## src/rtl/div_pkg.sv

```systemverilog
// Shared definitions for the sequential divider: default width and FSM states.
package div_pkg;
    localparam int DIV_N = 64;

    typedef enum logic [1:0] {
        IDLE = 2'd0,
        CALC = 2'd1,
        DONE = 2'd2
    } div_state_t;
endpackage

```

## src/rtl/div_step.sv

```systemverilog
// One restoring shift-subtract iteration: shift in the next dividend bit and
// subtract the divisor if it fits.
module div_step #(
    parameter int N = div_pkg::DIV_N
) (
    input  logic [N-1:0] i_rem,
    input  logic         i_bit,
    input  logic [N-1:0] i_divisor,
    output logic [N-1:0] o_rem,
    output logic         o_q_bit
);
    logic [N:0] w_shifted;
    logic [N:0] w_diff;
    logic       w_borrow;

    assign w_shifted = {i_rem, i_bit};
    assign w_diff    = w_shifted - {1'b0, i_divisor};
    // The partial remainder is always below the divisor, so the shifted value is
    // below twice the divisor and the top bit of the N+1-bit difference is the borrow.
    assign w_borrow  = w_diff[N];
    assign o_q_bit   = ~w_borrow;
    assign o_rem     = w_borrow ? w_shifted[N-1:0] : w_diff[N-1:0];
endmodule

```

## src/rtl/udiv_seq.sv

```systemverilog
// Sequential restoring divider, one quotient bit per clock, MSB first.
// Define UDIV_SEQ_SDIV_EN to add the is_signed input and two's complement support.
module udiv_seq
    import div_pkg::*;
#(
    parameter int N = DIV_N
) (
    input  logic         clk,
    input  logic         reset_n,
    input  logic         start,
    input  logic [N-1:0] dividend,
    input  logic [N-1:0] divisor,
`ifdef UDIV_SEQ_SDIV_EN
    input  logic         is_signed,
`endif
    output logic         busy,
    output logic         done,
    output logic [N-1:0] quotient,
    output logic [N-1:0] remainder,
    output logic         div_zero
);
    localparam int CW = $clog2(N) + 1;

    div_state_t r_state;
    div_state_t w_state_next;

    logic [CW-1:0] r_cnt;
    logic [N-1:0]  r_dvd;
    logic [N-1:0]  r_dvs;
    logic [N-1:0]  r_rem;
    logic [N-1:0]  r_quotient;
    logic [N-1:0]  r_remainder;
    logic          r_div_zero;

    logic          w_accept;
    logic          w_zero;
    logic          w_last;
    logic          w_q_bit;
    logic [N-1:0]  w_rem_next;
    logic [N-1:0]  w_dvd_mag;
    logic [N-1:0]  w_dvs_mag;
    logic [N-1:0]  w_q_raw;
    logic [N-1:0]  w_q_final;
    logic [N-1:0]  w_r_final;

    assign w_accept = start && (r_state != CALC);
    assign w_zero   = (divisor == '0);
    assign w_last   = (r_cnt == CW'(N - 1));
    assign w_q_raw  = {r_dvd[N-2:0], w_q_bit};

`ifdef UDIV_SEQ_SDIV_EN
    logic r_neg_q;
    logic r_neg_r;
    logic w_dvd_neg;
    logic w_dvs_neg;

    assign w_dvd_neg = is_signed & dividend[N-1];
    assign w_dvs_neg = is_signed & divisor[N-1];
    assign w_dvd_mag = w_dvd_neg ? -dividend : dividend;
    assign w_dvs_mag = w_dvs_neg ? -divisor : divisor;
    // Sign fixup is applied on the final iteration edge so it costs no cycles.
    assign w_q_final = r_neg_q ? -w_q_raw : w_q_raw;
    assign w_r_final = r_neg_r ? -w_rem_next : w_rem_next;

    always_ff @(posedge clk or negedge reset_n) begin
        if (!reset_n) begin
            r_neg_q <= 1'b0;
            r_neg_r <= 1'b0;
        end else if (w_accept) begin
            r_neg_q <= w_dvd_neg ^ w_dvs_neg;
            r_neg_r <= w_dvd_neg;
        end
    end
`else
    assign w_dvd_mag = dividend;
    assign w_dvs_mag = divisor;
    assign w_q_final = w_q_raw;
    assign w_r_final = w_rem_next;
`endif

    div_step #(.N(N)) u_step (
        .i_rem     (r_rem),
        .i_bit     (r_dvd[N-1]),
        .i_divisor (r_dvs),
        .o_rem     (w_rem_next),
        .o_q_bit   (w_q_bit)
    );

    always_ff @(posedge clk or negedge reset_n) begin
        if (!reset_n) r_state <= IDLE;
        else          r_state <= w_state_next;
    end

    always_comb begin
        w_state_next = r_state;
        unique case (r_state)
            IDLE:    if (start) w_state_next = w_zero ? DONE : CALC;
            CALC:    if (w_last) w_state_next = DONE;
            DONE:    w_state_next = start ? (w_zero ? DONE : CALC) : IDLE;
            default: w_state_next = IDLE;
        endcase
    end

    always_comb begin
        busy = (r_state == CALC);
        done = (r_state == DONE);
    end

    always_ff @(posedge clk or negedge reset_n) begin
        if (!reset_n) begin
            r_cnt       <= '0;
            r_dvd       <= '0;
            r_dvs       <= '0;
            r_rem       <= '0;
            r_quotient  <= '0;
            r_remainder <= '0;
            r_div_zero  <= 1'b0;
        end else if (w_accept) begin
            r_cnt <= '0;
            r_dvd <= w_dvd_mag;
            r_dvs <= w_dvs_mag;
            r_rem <= '0;
            if (w_zero) begin
                r_quotient  <= '0;
                r_remainder <= dividend;
                r_div_zero  <= 1'b1;
            end else begin
                r_div_zero  <= 1'b0;
            end
        end else if (r_state == CALC) begin
            r_cnt <= r_cnt + CW'(1);
            r_dvd <= w_q_raw;
            r_rem <= w_rem_next;
            if (w_last) begin
                r_quotient  <= w_q_final;
                r_remainder <= w_r_final;
            end
        end
    end

    assign quotient  = r_quotient;
    assign remainder = r_remainder;
    assign div_zero  = r_div_zero;
endmodule

```

## config.mk

```make
export PLATFORM = sky130hd
export DESIGN_NAME = udiv_seq
export DESIGN_NICKNAME = d
export VERILOG_FILES = /design/src/rtl/div_pkg.sv /design/src/rtl/div_step.sv /design/src/rtl/udiv_seq.sv
export SDC_FILE = /design/constraint.sdc
export NUM_CORES = 1
export LEC_CHECK = 0
export BUFFER_PORTS_ARGS = -buffer_cell sky130_fd_sc_hd__buf_2
export CORE_MARGIN = 8
export CORE_UTILIZATION = 35
export CTS_CLUSTER_SIZE = 10
export DETAILED_ROUTE_END_ITERATION = 10
export HOLD_SLACK_MARGIN = 0.1
export PLACE_DENSITY_LB_ADDON = 0.12
export SLEW_MARGIN = 20
export SYNTH_ARGS = -nofsm -noshare
export SYNTH_HDL_FRONTEND = slang
export SYNTH_SLANG_ARGS = --single-unit
```

## constraint.sdc

```tcl
create_clock -name clk -period 6.8 [get_ports clk]
set_input_delay 0.34 -clock clk [delete_from_list [all_inputs] [get_ports clk]]
set_output_delay 0.34 -clock clk [all_outputs]
set_load 0.01 [all_outputs]
```

# After elaboration in Yosys (flattened, before gate mapping)
# Cells that the tools add are included.
[totals]
regBits = 330
wordCells = 46
input_bits = 131
out_inout_bits = 131
[op_classes]
bitwise = 1
n_addsub = 2
eq_ne = 7
n_reduce_logical = 7
muxes = 21
[op_table]
columns = ["op", "count"]
rows = [
  ["2-to-1 mux 64 bit", 13],
  ["subtractor 65 x 64 -> 65 bit", 1],
  ["zero test 64 bit", 1],
  ["2-to-1 mux 7 bit", 2],
  ["2-to-1 mux 2 bit", 4],
  ["adder 7 x 1 -> 7 bit, second input constant", 1],
  ["== test 7 x 6 -> 1 bit, second input constant", 1],
  ["!= test 2 x 1 -> 1 bit, second input constant", 3],
  ["case mux 2 bit (3 select lines)", 1],
  ["nonzero test 2 bit", 2],
  ["AND reduction 3 bit", 1],
  ["== test 2 x 1 -> 1 bit, second input constant", 1],
  ["== test 2 bit, second input constant", 1],
  ["zero test 2 bit", 1],
  ["!= test 2 bit, second input constant", 1],
  ["AND reduction 2 bit", 1],
  ["logical AND 1 bit", 1],
  ["2-to-1 mux 1 bit", 1],
  ["NOT 1 bit", 1],
]

# Logic depth before layout (Yosys ltp)
[depth]
depth_word = 5
mapped_depth = 15
depth_no_buf = 13

# By module
# Synthesis repeated with hierarchy kept, for this count alone.
[unflattened]
hier_cells = 2006
area_unflattened_um2 = 18987.0
[by_module_without_submodules]
columns = ["module", "area_each_um2", "seq_area_each_um2", "instances", "cells_per_inst"]
rows = [
  ["udiv_seq", 13843.3, 8257.9, 1, 1272],
  ["div_step", 5143.7, 0.0, 1, 734],
]

# Least setup slack after synthesis
# Ideal clock, no wire load.
[synth_path]
path_type = "register to register"
start = "register r_dvs[0]"
end = "register r_rem[46]"
path_stages_with_launch = 14
t_required_ps = 6667
arrival_ps = 3286
n_path_buf = 1
synth_period_minus_slack_ps = 3419
slack_ps = 3381
setup_ps = 133
cell_sequence = "dfrtp_1 ha_1 fa_1 nand2b_1 a21o_1 nand2_1 a211o_1 a41oi_1 o41ai_1 o41ai_2 nor2_4 buf_2 mux2i_1 o21ai_0"
[synth_via]
elab_chain_cells = 4
[synth_rtl]
columns = ["element", "line", "source"]
rows = [
  ["start: declaration", "udiv_seq.sv:29", "logic [N-1:0] r_dvs;"],
  ["start signal: assignment", "udiv_seq.sv:121", "r_dvs <= w_dvs_mag;"],
  ["subtractor 65 x 64 -> 65 bit", "div_step.sv:17", "assign w_diff = w_shifted - {1'b0, i_divisor};"],
  ["2-to-1 mux 64 bit", "div_step.sv:22", "assign o_rem = w_borrow ? w_shifted[N-1:0] : w_diff[N-1:0];"],
  ["2-to-1 mux 64 bit", "udiv_seq.sv:130", "end else if (r_state == CALC) begin"],
  ["2-to-1 mux 64 bit", "udiv_seq.sv:118", "end else if (w_accept) begin"],
  ["end signal: assignment", "udiv_seq.sv:133", "r_rem <= w_rem_next;"],
  ["end: declaration", "udiv_seq.sv:30", "logic [N-1:0] r_rem;"],
]
# No other way between the ends. The select of a mux whose other input is x is not followed.
# A chain may end at the register's enable or synchronous reset.

# Worst setup path after layout
[layout_path]
start = "register r_dvd[63]"
end = "register r_remainder[19] (netlist: remainder[19])"
[layout_via]
elab_chain_cells = 5
[layout_rtl]
columns = ["element", "line", "source"]
rows = [
  ["start: declaration", "udiv_seq.sv:28", "logic [N-1:0] r_dvd;"],
  ["start signal: assignment", "udiv_seq.sv:120", "r_dvd <= w_dvd_mag;"],
  ["start signal: assignment", "udiv_seq.sv:132", "r_dvd <= w_q_raw;"],
  ["subtractor 65 x 64 -> 65 bit", "div_step.sv:17", ""],
  ["2-to-1 mux 64 bit", "div_step.sv:22", ""],
  ["2-to-1 mux 64 bit", "udiv_seq.sv:134", "if (w_last) begin"],
  ["2-to-1 mux 64 bit", "udiv_seq.sv:130", ""],
  ["2-to-1 mux 64 bit", "udiv_seq.sv:118", ""],
  ["end signal: assignment", "udiv_seq.sv:125", "r_remainder <= dividend;"],
  ["end signal: assignment", "udiv_seq.sv:136", "r_remainder <= w_r_final;"],
  ["end: declaration", "udiv_seq.sv:32", "logic [N-1:0] r_remainder;"],
]
# No other way between the ends. The select of a mux whose other input is x is not followed.

==> results.py <==
metrics = {
    "outcome": {
        "status": "finished, final reports clean",
    },
    "sta": {
        "final_hold_viol_count": 0,
        "holdWs_ns": 0.130,
        "max_freq_mhz": 189,
        "slew_headroom_pct": 26.4,
        "fin_tns_setup_ns": 0,
        "period_needed_ns": 5.29,
        "fin_ws_ns": 1.51,
        "rsz0062_at_grt": "no",
        "fin_crit_sh_pct": 77.8,
        "maxSlewViolCount": 0,
        "setup_viol": 0,
        "fin_worst_skew_ns": 0.0124,
        "worst_slew_pin_slew_ns": 1.10,
    },
    "setup_path": {
        "crit_type": "flip-flop to flip-flop",
        "cp-start-kind": "flip-flop",
        "worstPathMaxFanout": 28,
        "critical_path_required_ns": 7.18,
        "r2r_slack_ns": 1.51,
        "slowest_delay_ns": 0.81,
        "cpMaxStageDelayCell": "o41ai_1",
        "r2r_cells": 15,
        "cp_common_cell": "buf_4",
        "r2r_end": "remainder[19]$_DFFE_PN0P_",
        "cp-end-kind": "flip-flop",
        "critPathArrivalTime_ns": 5.67,
        "worstReg2RegStart": "r_dvd[63]$_DFFE_PN0P_",
        "crit_chain": "inv_1, ha_1, fa_1, nand2b_1, a21o_1, nand2_1, a211o_1, a41oi_1, o41ai_1, o41ai_2, nor2_4, buf_4, buf_4, mux2i_1, o21ai_0",
    },
    "clocking": {
        "clkLatencyLatePin_ns": 0.56,
        "cts_tree": "done",
        "cts.sinks": 330,
        "root_buffer": "clkbuf_16",
        "ctsHtreeMaxLevel": 2,
        "postCtsSetupBuffers": 0,
        "ctsResizeCount": 0,
        "path_clk_slew_ns": 0.06,
        "cts_made_buffers": 41,
        "cts_buffer_depth": 3,
    },
    "placement": {
        "place_ws_ns": 1.59,
        "hpwl_microns": 48900,
        "io_buffers": 261,
        "place_inst": 2916,
        "gp_congestion": 0.906,
        "post_dp_cell_area_sq_um": 20100,
    },
    "power_and_ir_drop": {
        "p_per_area_nw_per_um2": 548,
        "swShare_pct": 48.7,
        "internal_power_mw": 6.22,
        "p_sw_mw": 5.91,
        "comb_power_share_pct": 58.1,
        "pwr-share-clk_pct": 16.0,
        "ir_drop_uv": 278,
        "p_seq_share_pct": 25.8,
        "p_leak_nw": 10.2,
        "power_mw": 12.1,
    },
    "yosys": {
        "ys_ff_latch": 330,
        "yosysUniqueCellTypes": 70,
        "yosys-top-cells-count": "nand2_1, dfrtp_1, o21ai_0",
        "netlist.area_leader.share_pct": 45.3,
        "syn_nets": 2292,
        "netlist_instances": 2095,
        "synth_edf_count": 0,
        "synth_top_family_by_area": "compound AO/OA/AOI/OAI gates",
        "synthTopCellsByArea": "dfrtp_1, nand2_1, o21ai_0",
        "synth-xor-area-share_pct": 2.74,
        "async_reset_ff_share_pct": 100,
        "yosys.area.top_type": "dfrtp_1",
        "syn_area_sq_um": 18200,
        "synth-main-ff-cell": "dfrtp_1",
        "synth_compound_area_share_pct": 18.4,
        "synth_most_common_cell": "nand2_1",
        "synthAdderAreaFrac_pct": 4.57,
        "muxShareOfSynthArea_pct": 6.14,
        "synth_seq_area_share_pct": 45.3,
        "syn-mean-instance-area_sq_um": 8.70,
        "synthSimpleGateAreaFrac_pct": 18.1,
        "yosysWarningCount": 0,
    },
    "global_routing": {
        "grt_max_degree": 146,
        "grt_pass1_vias": 16363,
        "grt-ovfl-total": 0,
        "grtUsageTotal_pct": 22.0,
        "grt_pass1_wl_microns": 103000,
        "antenna_found_initial": 1,
    },
    "worst_hold_path": {
        "worstHoldPathCells": 3,
        "min-delay-start": "divisor[59]",
        "hp-class": "input pin to flip-flop",
        "whs_endpoint": "r_dvs[59]$_DFFE_PN0P_",
    },
    "route": {
        "drt_iter0_drc": 1403,
        "wire_per_inst_microns": 21.9,
        "drtAntennaViolNets": 0,
        "drcViolationCount": 0,
        "num_vias": 16592,
        "wl_microns": 67200,
        "firstDrtPassIters": 5,
        "vias_per_cell": 5.41,
    },
    "layout": {
        "finalInstanceArea_sq_um": 22100,
        "syn2layout_area_growth_pct": 21.5,
        "drive_gt1_share_pct": 15.0,
        "fillers": 5232,
        "seqCellArea_sq_um": 8260,
        "fin_nets": 2570,
        "finalNonFillerCells": 3068,
        "final_util_pct": 43.1,
        "n_antenna_cell": 0,
        "multiInputGateArea_sq_um": 9150,
    },
    "die": {
        "die_width_microns": 244,
        "coreArea_sq_um": 51400,
        "design.die.area_sq_um": 59600,
        "die_height_microns": 244,
        "io_pins": 262,
        "fp-row-count": 83,
        "start_util_pct": 35.5,
    },
    "run": {
        "maxCapViolCount": 0,
    },
}
worst max-delay path, delay by kind of cell (launching register included):
kind | cells | cell delay [ns]
DFF | 1 | 0.37
AOI/OAI and AO/OA | 6 | 1.99
muxes | 1 | 0.32
buffers and inverters | 3 | 0.99
adders and majority gates | 2 | 0.61
and+or+nand+nor | 3 | 0.80
cell usage in the layout (no fill, tap or decap), drive strengths merged, types with 23 or more instances in the layout:
cell,netlist,final
a21o,26,26
a21oi,148,148
a31oi,26,26
buf,16,282
clkbuf,124,52
dfrtp,330,330
dlygate4sd3,0,93
ha,65,65
inv,85,87
mux2i,104,104
nand2,366,366
nand3,135,135
nand4,26,26
nor2,55,55
nor3,32,32
o21ai,273,273
or3,40,40
xnor2,34,34
xor2,23,23
cell families after synthesis:
| logic type | count (synthesis) |
|---|---|
| and+or+nand+nor | 723 |
| DFF | 330 |
| muxes | 111 |
| xor gates and xnor gates | 57 |
| buffers and inverters | 225 |
| AOI/OAI and AO/OA | 583 |
| adders and majority gates | 66 |
sequential cells by signal, indices dropped and copies added, names as in the netlist:
signal	flops
quotient	64
r_dvd	64
r_dvs	64
r_rem	64
remainder	64
r_cnt	7
r_state	2
div_zero	1
worst max-delay path by stage:
stage | startpoint | endpoint | cells after the start
after floorplan | r_dvs[0]$_DFFE_PN0P_ | r_rem[46]$_DFFE_PN0P_ | 13
after global placement | r_dvd[63]$_DFFE_PN0P_ | remainder[19]$_DFFE_PN0P_ | 15
after detailed placement | r_dvd[63]$_DFFE_PN0P_ | r_rem[19]$_DFFE_PN0P_ | 15
after CTS | r_dvd[63]$_DFFE_PN0P_ | remainder[19]$_DFFE_PN0P_ | 15
after global routing | r_dvd[63]$_DFFE_PN0P_ | remainder[19]$_DFFE_PN0P_ | 15
final | r_dvd[63]$_DFFE_PN0P_ | remainder[19]$_DFFE_PN0P_ | 15
per-layer routing:
| metal | vias up | track usage, % | share of wire, % |
|---|---|---|---|
| met3 | 75 | 4.27 | 6.7 |
| met1 | 8092 | 32.8 | 49 |
| met4 | 2 | 5.19 | 2.1 |
| li1 | 7946 | - | - |
| met2 | 477 | 32.4 | 43 |
| met5 | - | 0 | 0.015 |
power by group through the flow:
stage | logic [mW] | registers [mW] | clock network, mW
2_1_floorplan | 4.96 | 2.92 | 0
3_3_place_gp | 6.86 | 3.13 | 0
3_5_place_dp | 6.90 | 3.13 | 0
4_1_cts | 6.96 | 3.11 | 2.01
5_1_grt | 7.77 | 3.19 | 2.08
6_report | 7.05 | 3.13 | 1.95
area by class of cell:
type | instances | area share, %
multi-input combinational | 1540 | 41.3
tap | 680 | 3.84
timing repair buffer | 375 | 11.0
inverter | 85 | 1.45
clock inverter | 6 | 0.203
clock buffer | 52 | 4.87
sequential | 330 | 37.3
repair_timing:
item,CTS,global route
endpoints found under the hold margin,202,0
endpoints found under the setup margin,0,0
hold buffers,93,0
No activity file was read; power rests on OpenSTA's default activity.
